## src/rtl/fetch_ctrl_pkg.sv

```systemverilog
// Shared definitions for the fetch controller: flow-control opcodes and the
// next-address source selector used by the PC mux.
package fetch_ctrl_pkg;

  localparam int OP_JZ   = 5;
  localparam int OP_JMP  = 6;
  localparam int OP_CALL = 7;
  localparam int OP_RET  = 8;
  localparam int OP_RETI = 9;

  typedef enum logic [2:0] {
    SRC_HOLD,
    SRC_POP,
    SRC_BRANCH,
    SRC_ITR,
    SRC_SEQ
  } addr_src_e;

endpackage

```

## src/rtl/ret_stack.sv

```systemverilog
// Return-address stack with combinational top-of-stack read and sticky
// overflow/underflow flags; a dropped push or an empty pop leaves sp untouched.
module ret_stack #(
  parameter int MINSTW = 8,
  parameter int SDEPTH = 8
) (
  input  logic              clk,
  input  logic              rst,
  input  logic              push,
  input  logic              pop,
  input  logic [MINSTW-1:0] din,
  output logic [MINSTW-1:0] dout,
  output logic              full,
  output logic              empty,
  output logic              ovf,
  output logic              unf
);

  localparam int AW = $clog2(SDEPTH);

  // sp is one bit wider than the index so that a full stack is representable
  logic [AW:0]       sp;
  logic [AW:0]       sp_dec;
  logic [MINSTW-1:0] mem [SDEPTH];

  assign full   = (sp == (AW+1)'(SDEPTH));
  assign empty  = (sp == '0);
  assign sp_dec = sp - (AW+1)'(1);
  assign dout   = empty ? '0 : mem[sp_dec[AW-1:0]];

  always_ff @(posedge clk or negedge rst) begin
    if (!rst) begin
      sp  <= '0;
      ovf <= 1'b0;
      unf <= 1'b0;
    end else if (push) begin
      if (full) ovf <= 1'b1;
      else      sp  <= sp + (AW+1)'(1);
    end else if (pop) begin
      if (empty) unf <= 1'b1;
      else       sp  <= sp_dec;
    end
  end

  always_ff @(posedge clk) begin
    if (push && !full) mem[sp[AW-1:0]] <= din;
  end

endmodule

```

## src/rtl/fetch_ctrl.sv

```systemverilog
// Instruction-fetch controller: owns the PC, decodes flow control, keeps the
// return stack and arbitrates edge-triggered vectored interrupts.
module fetch_ctrl
  import fetch_ctrl_pkg::*;
#(
  parameter int MINSTW  = 8,
  parameter int NBOPCO  = 6,
  parameter int NBOPER  = 9,
  parameter int SDEPTH  = 8,
  parameter int NITR    = 4,
  parameter int ITRBASE = 1,
  parameter int ITRSTEP = 2
) (
  input  logic                     clk,
  input  logic                     rst,
  input  logic [NBOPCO+NBOPER-1:0] instr,
  input  logic                     acc_is_zero,
  input  logic                     stall,
  input  logic [NITR-1:0]          itr,
  output logic [NBOPCO-1:0]        opcode,
  output logic [NBOPER-1:0]        operand,
  output logic [MINSTW-1:0]        instr_addr,
  output logic [MINSTW-1:0]        pc,
  output logic [NITR-1:0]          itr_ack,
  output logic                     in_isr,
  output logic                     stk_ovf,
  output logic                     stk_unf
);

  addr_src_e         src;
  logic [NITR-1:0]   itr_q;
  logic [NITR-1:0]   pend;
  logic [NITR-1:0]   first_oh;
  logic [MINSTW-1:0] vec;
  logic [MINSTW-1:0] pc_inc;
  logic [MINSTW-1:0] next_addr;
  logic [MINSTW-1:0] stk_top;
  logic              is_ret, is_reti, is_call, is_br;
  logic              push, pop;
  logic              stk_full_unused, stk_empty_unused;

  assign opcode  = instr[NBOPCO+NBOPER-1:NBOPER];
  assign operand = instr[NBOPER-1:0];
  assign pc_inc  = pc + MINSTW'(1);

  assign is_reti = (opcode == NBOPCO'(OP_RETI));
  assign is_ret  = (opcode == NBOPCO'(OP_RET)) || is_reti;
  assign is_call = (opcode == NBOPCO'(OP_CALL));
  assign is_br   = (opcode == NBOPCO'(OP_JMP)) || is_call ||
                   ((opcode == NBOPCO'(OP_JZ)) && acc_is_zero);

  // Interrupts only win when no flow control is in flight, so a request
  // arriving alongside a branch simply waits in pend.
  always_comb begin
    src = SRC_SEQ;
    if (stall)                    src = SRC_HOLD;
    else if (is_ret)              src = SRC_POP;
    else if (is_br)               src = SRC_BRANCH;
    else if (|pend && !in_isr)    src = SRC_ITR;
  end

  // Walk from the top down so the lowest pending channel is the one kept
  always_comb begin
    first_oh = '0;
    vec      = '0;
    for (int i = NITR - 1; i >= 0; i--) begin
      if (pend[i]) begin
        first_oh    = '0;
        first_oh[i] = 1'b1;
        vec         = MINSTW'(ITRBASE + i * ITRSTEP);
      end
    end
  end

  always_comb begin
    next_addr = pc_inc;
    case (src)
      SRC_HOLD:   next_addr = pc;
      SRC_POP:    next_addr = stk_top;
      SRC_BRANCH: next_addr = operand[MINSTW-1:0];
      SRC_ITR:    next_addr = vec;
      default:    next_addr = pc_inc;
    endcase
  end

  assign instr_addr = rst ? next_addr : '0;
  assign itr_ack    = (src == SRC_ITR) ? first_oh : '0;
  assign push       = (src == SRC_ITR) || ((src == SRC_BRANCH) && is_call);
  assign pop        = (src == SRC_POP);

  ret_stack #(
    .MINSTW (MINSTW),
    .SDEPTH (SDEPTH)
  ) u_stack (
    .clk   (clk),
    .rst   (rst),
    .push  (push),
    .pop   (pop),
    .din   (pc_inc),
    .dout  (stk_top),
    .full  (stk_full_unused),
    .empty (stk_empty_unused),
    .ovf   (stk_ovf),
    .unf   (stk_unf)
  );

  // An edge arriving in the take cycle re-arms its own channel
  always_ff @(posedge clk or negedge rst) begin
    if (!rst) begin
      pc     <= '0;
      itr_q  <= '0;
      pend   <= '0;
      in_isr <= 1'b0;
    end else begin
      pc    <= next_addr;
      itr_q <= itr;
      pend  <= (pend & ~itr_ack) | (itr & ~itr_q);
      if (src == SRC_ITR)                in_isr <= 1'b1;
      else if ((src == SRC_POP) && is_reti) in_isr <= 1'b0;
    end
  end

endmodule
```

## config.mk

```make
export PLATFORM = sky130hd
export DESIGN_NAME = fetch_ctrl
export DESIGN_NICKNAME = d
export VERILOG_FILES = /design/src/rtl/fetch_ctrl_pkg.sv /design/src/rtl/ret_stack.sv /design/src/rtl/fetch_ctrl.sv
export SDC_FILE = /design/constraint.sdc
export NUM_CORES = 1
export LEC_CHECK = 0
export CORE_MARGIN = 8
export CORE_UTILIZATION = 50
export CTS_BUF_LIST = sky130_fd_sc_hd__clkbuf_8 sky130_fd_sc_hd__clkbuf_16
export DETAILED_ROUTE_END_ITERATION = 8
export PLACE_DENSITY = 0.86
export SYNTH_ARGS = -nofsm -noshare
export SYNTH_HDL_FRONTEND = slang
export SYNTH_SLANG_ARGS = --single-unit
export TNS_END_PERCENT = 20
```

## constraint.sdc

```tcl
create_clock -name clk -period 6.6 [get_ports clk]
set_input_delay 0.99 -clock clk [delete_from_list [all_inputs] [get_ports clk]]
set_output_delay 0.99 -clock clk [all_outputs]
set_load 0.02 [all_outputs]
```

Word level (Yosys, flattened, before mapping):

Memory sizes are Yosys's and may differ from the RTL's.
Cells that the tools add are included.
Widths: inputs -> output; s select.

* bits in registers: 23
* bits in latches: 0
* bits in writable memories: 64
* memory bits (read-only): 0
* input port bits: 23
* output and inout bits: 38
* word-level logic and storage cells: 71
* memories: 1

Memories
* u_stack.mem: words 8, bits a word 8, rd ports 1, clocked after Yosys merged registers in 0, wr ports 1, RTL line ret_stack.sv:24 `logic [MINSTW-1:0] mem [SDEPTH];`

* $add $sub $neg: 3
* multipliers: 0
* div/mod/pow operators: 0
* magnitude comparators: 0
* eq/ne operators: 11
* shift operators: 0
* muxes and demuxes: 24
* bitwise logic cells: 6
* reductions and logical operators: 19

Operators with widths (number)
* $mux 8: 5
* $mux 4: 9
* $pmux 8 s4: 1
* $eq 6x3->1 const B: 3
* $mux 3: 5
* $eq 6x4->1 const B: 2
* $add 8x1->8 const B: 1
* $and 4x4->4: 2
* $not 4->4: 2
* $eq 3x2->1 const B: 2
* $reduce_and 3->1: 2
* $logic_and 1x1->1: 5
* $add 4x1->4 const B: 1
* $eq 4x4->1 const B: 1
* $logic_not 4->1: 1
* $logic_or 1x1->1: 4
* $mux 1: 4
* $or 4x4->4: 1
* $reduce_bool 2->1: 2
* $reduce_or 4->1: 1
* $sub 4x1->4 const B: 1
* $eq 3x1->1 const B: 1
* $logic_not 3->1: 1
* $logic_not 1->1: 2
* 4 further kinds: 4

Depth between registers and ports, before layout:

* depth in word-level cells: 12
* mapped depth: 11
* depth with buffers taken out: 7

By module:

A second synthesis with hierarchy kept.

* cells, all modules: 316
* area total of the unflattened synthesis: 4212.8 µm²

Modules (own cells, without submodules)
* ret_stack: times used 1, cells an instance 177, area an instance 2966.6 µm², sequential area each 2072.0 µm²
* fetch_ctrl: times used 1, cells an instance 139, area an instance 1246.2 µm², sequential area each 425.4 µm²

Least setup slack after synthesis:

OpenSTA, ideal clock, no wires.

* kind: flip-flop to output port
* from: reg u_stack.sp[0]
* to: out instr_addr[0]
* arrival time: 2.579 ns
* required time: 5.610 ns
* path slack: 3.031 ns
* cell stages (with the launch flop): 12
* buffers on the path: 4
* path through: dfrtp_1 > buf_6 > buf_12 > inv_1 > ha_1 > clkbuf_2 > buf_2 > mux4_2 > o21ai_0 > a21oi_1 > a211oi_1 > a211oi_1

* cells in the longest elaborated chain, start to end: 5
* elaborated cells between the ends (all ways): 6
* classes of those cells: add/sub: 1; mux: 3; reduce/logical: 1; memory: 1

Ends and longest elaborated chain
* from (decl): RTL line ret_stack.sv:22 `logic [AW:0] sp;`
* from (signal assigned): RTL line ret_stack.sv:38 `else sp <= sp + (AW+1)'(1);`
* from (signal assigned): RTL line ret_stack.sv:41 `else sp <= sp_dec;`
* $sub 4x1->4: RTL line ret_stack.sv:28 `assign sp_dec = sp - (AW+1)'(1);`
* $mem_v2 8x8
* $mux 8 (*): RTL line ret_stack.sv:29 `assign dout = empty ? '0 : mem[sp_dec[AW-1:0]];`
* $pmux 8 s4 (*): RTL line fetch_ctrl.sv:77 `case (src)`
* $mux 8 (*): RTL line fetch_ctrl.sv:86 `assign instr_addr = rst ? next_addr : '0;`
* to (decl): RTL line fetch_ctrl.sv:22 `output logic [MINSTW-1:0] instr_addr,`

Mark *: on every way between the ends. The rest lies on a longest branch, timed or not.

Worst setup path after layout:

* from: reg u_stack.sp[0]
* to: out instr_addr[7]

Same word-level chain as after synthesis.

==> impl_metrics.yaml <==
run_status:
  status: "complete, no violations"
setup_path:
  slowest_delay_ns: 0.87
  cp_max_fo: 23
  cp_top_family: "buffers and inverters"
  r2r_slack_ns: 3.44
  path_cells: "buf_4 > inv_1 > ha_1 > mux4_2 > mux2i_1 > nor3_1 > a2111oi_2 > a211oi_1 > clkdlybuf4s50_1"
  worst_r2r_path_depth: 8
  timing.rr.start: "u_stack.sp[0]"
  cp-start-kind: "register"
  r2r_end: "u_stack.mem[2][3]"
  endpoint_kind: "output pin"
  cp.arrival_ns: 3.83
  cp.required_ns: 5.61
  criticalPathCategory: "reg -> out"
  cp_slowest_cell: "ha_1"
  worst-path-buf-inv: 3
placed_design:
  io_buffers: 58
  gp_congestion: 0.855
  dpl-instance-area_mm2: 0.00475
  dp_hpwl_um: 6730
  dp_slack_ns: 1.94
  placed_cells: 444
layout:
  register_area_mm2: 0.00250
  drive_gt1_frac: 0.166
  nets: 376
  final_cells: 460
  area_growth_pct: 19.4
  design_area_mm2: 0.00499
  diodes: 0
  fillers: 608
  post-route-util: 0.610
  multi_input_area_mm2: 0.00144
min_path:
  min_from: "itr_q[2]"
  holdPathEnd: "pend[2]"
  hp-class: "reg -> reg"
  hold_path_depth: 1
global_route:
  grtUsageTotal: 0.171
  antenna_found_initial: 0
  grt_pass1_wl_um: 15100
  grt_pass1_vias: 2838
  grt_max_degree: 27
  grt-ovfl-total: 0
yosys:
  synth-async-reset-ratio: 0.264
  synth_seq_cells: 87
  synthTopCellsByCount: "64 x edfxtp_1, 26 x nor2_1, 23 x dfrtp_1"
  synth_top_area_cell: "edfxtp_1"
  ys_dominant_reg_cell: "edfxtp_1"
  ys_seq_area_frac: 0.598
  syn_area_mm2: 0.00418
  syn-num-nets: 325
  yosysTopAreaCellShare: 0.460
  yosys_warnings: 0
  synth.distinct_cells: 60
  synthCells: 299
  synth_most_common_cell: "edfxtp_1"
  netlist_top_cells_area: "edfxtp_1 46%, dfrtp_1 14%, mux4_2 8.6%"
  synth-edff-count: 64
  avgSynthCellArea_um2: 14.0
pwr:
  p_leak_nw: 1.80
  power_mw: 1.88
  power.density_mw_per_mm2: 376
  peakVddDrop_mv: 0.197
cts:
  cts_resized: 0
  numCtsBuffers: 9
  post_cts_buffers: 0
  clkTransAtPathRegs_ns: 0.08
  tritoncts: "yes"
  clockBufferDepth: 2
  htreeDepth: 3
  clk-insertion-delay-late_ns: 0.36
  root_buffer: "clkbuf_8"
  ctsHoldBuffers: 0
  clock_sinks: 87
timing:
  worst_pin_slew_ns: 1.23
  setup_violations: 0
  slew_headroom: 0.178
  finalClockSkew_ns: 0.0108
  drv_slew: 0
  min_period_over_period: 0.730
  fmax_mhz: 208
  finalCriticalPeriod_ns: 4.82
  setup_slack_ns: 1.78
  tns_ns: 0
  holdWs_ns: 0.424
  rsz0062_at_grt: "false"
  hold_viol_final: 0
job:
  cap_violations: 0
routing:
  dr.pass1.iters: 5
  wl_per_cell_um: 21.1
  drc: 0
  ant_nets: 0
  drt_wl_total_um: 9690
  drt_iter0_drc: 278
  via_count: 2792
  via_per_inst: 6.07
die:
  coreArea_mm2: 0.00818
  rows: 33
  die_y_um: 107
  start_util: 0.511
  die_w_um: 107
  fp.dieArea_mm2: 0.0115
  ios: 61
report_power, final:
part	internal [mW]	switching, mW	total [mW]
sequential	0.682	0.0674	0.750
combinational	0.310	0.376	0.686
clock	0.250	0.192	0.442
total	1.24	0.636	1.88
flip-flops by register name, indices dropped and copies added, names as in the netlist:
signal	flops
u_stack.mem	64
pc	8
itr_q	4
pend	4
u_stack.sp	4
in_isr	1
u_stack.ovf	1
u_stack.unf	1
cells by family (layout without fill, tap and decap cells):
kind of cell | count (synthesis) | after routing | share of synthesized area
compound gates | 45 | 45 | 0.0845
xor+xnor | 10 | 10 | 0.0210
fa+ha+maj | 3 | 3 | 0.00899
buf+inv | 37 | 93 | 0.0569
flops | 87 | 87 | 0.598
mux | 21 | 21 | 0.0983
simple gates | 96 | 96 | 0.132
how the worst max path moves through the flow:
stage                  startpoint             to  slack (ns)  depth (start not counted)
floorplan           u_stack.sp[0]  instr_addr[0]        3.03                         11
global placement        instr[12]  instr_addr[1]        2.00                          7
detailed placement          stall  instr_addr[7]        1.94                          7
CTS                 u_stack.sp[0]  instr_addr[7]        1.74                          9
global route        u_stack.sp[0]  instr_addr[7]        1.53                          9
finish              u_stack.sp[0]  instr_addr[7]        1.78                          9
area by class of cell:
cell class	count	area share
clock inverter	7	0.0231
tap	105	0.0263
clock buffer	9	0.0248
multi-input combinational	175	0.289
timing repair buffer	65	0.127
inverter	12	0.00903
sequential	87	0.501
layout by cell type, fill, tap and decap left out, types with 3 or more instances in the layout:
cell and count:
clkbuf_8 9, clkdlybuf4s50_1 58, nor2_1 26, inv_1 13, a211oi_1 5, mux2i_1 5
and2_1 4, nor3_1 14, nand3_1 5, nand2_1 19, dfrtp_1 23, buf_4 7
ha_1 3, xor2_1 5, xnor2_1 5, and3_1 5, edfxtp_1 64, a22oi_1 3
mux4_2 16, a21oi_1 8, o21ai_0 9, bufinv_16 3
metal layers:
layer  wire length, um  GRT usage  vias to the layer above
met5                 0          0                        -
li1                  -          -                     1210
met1              3830      0.214                     1372
met4               244     0.0833                        0
met2              4570      0.268                      187
met3              1060     0.0485                       23
No activity file was read; power rests on OpenSTA's default activity.
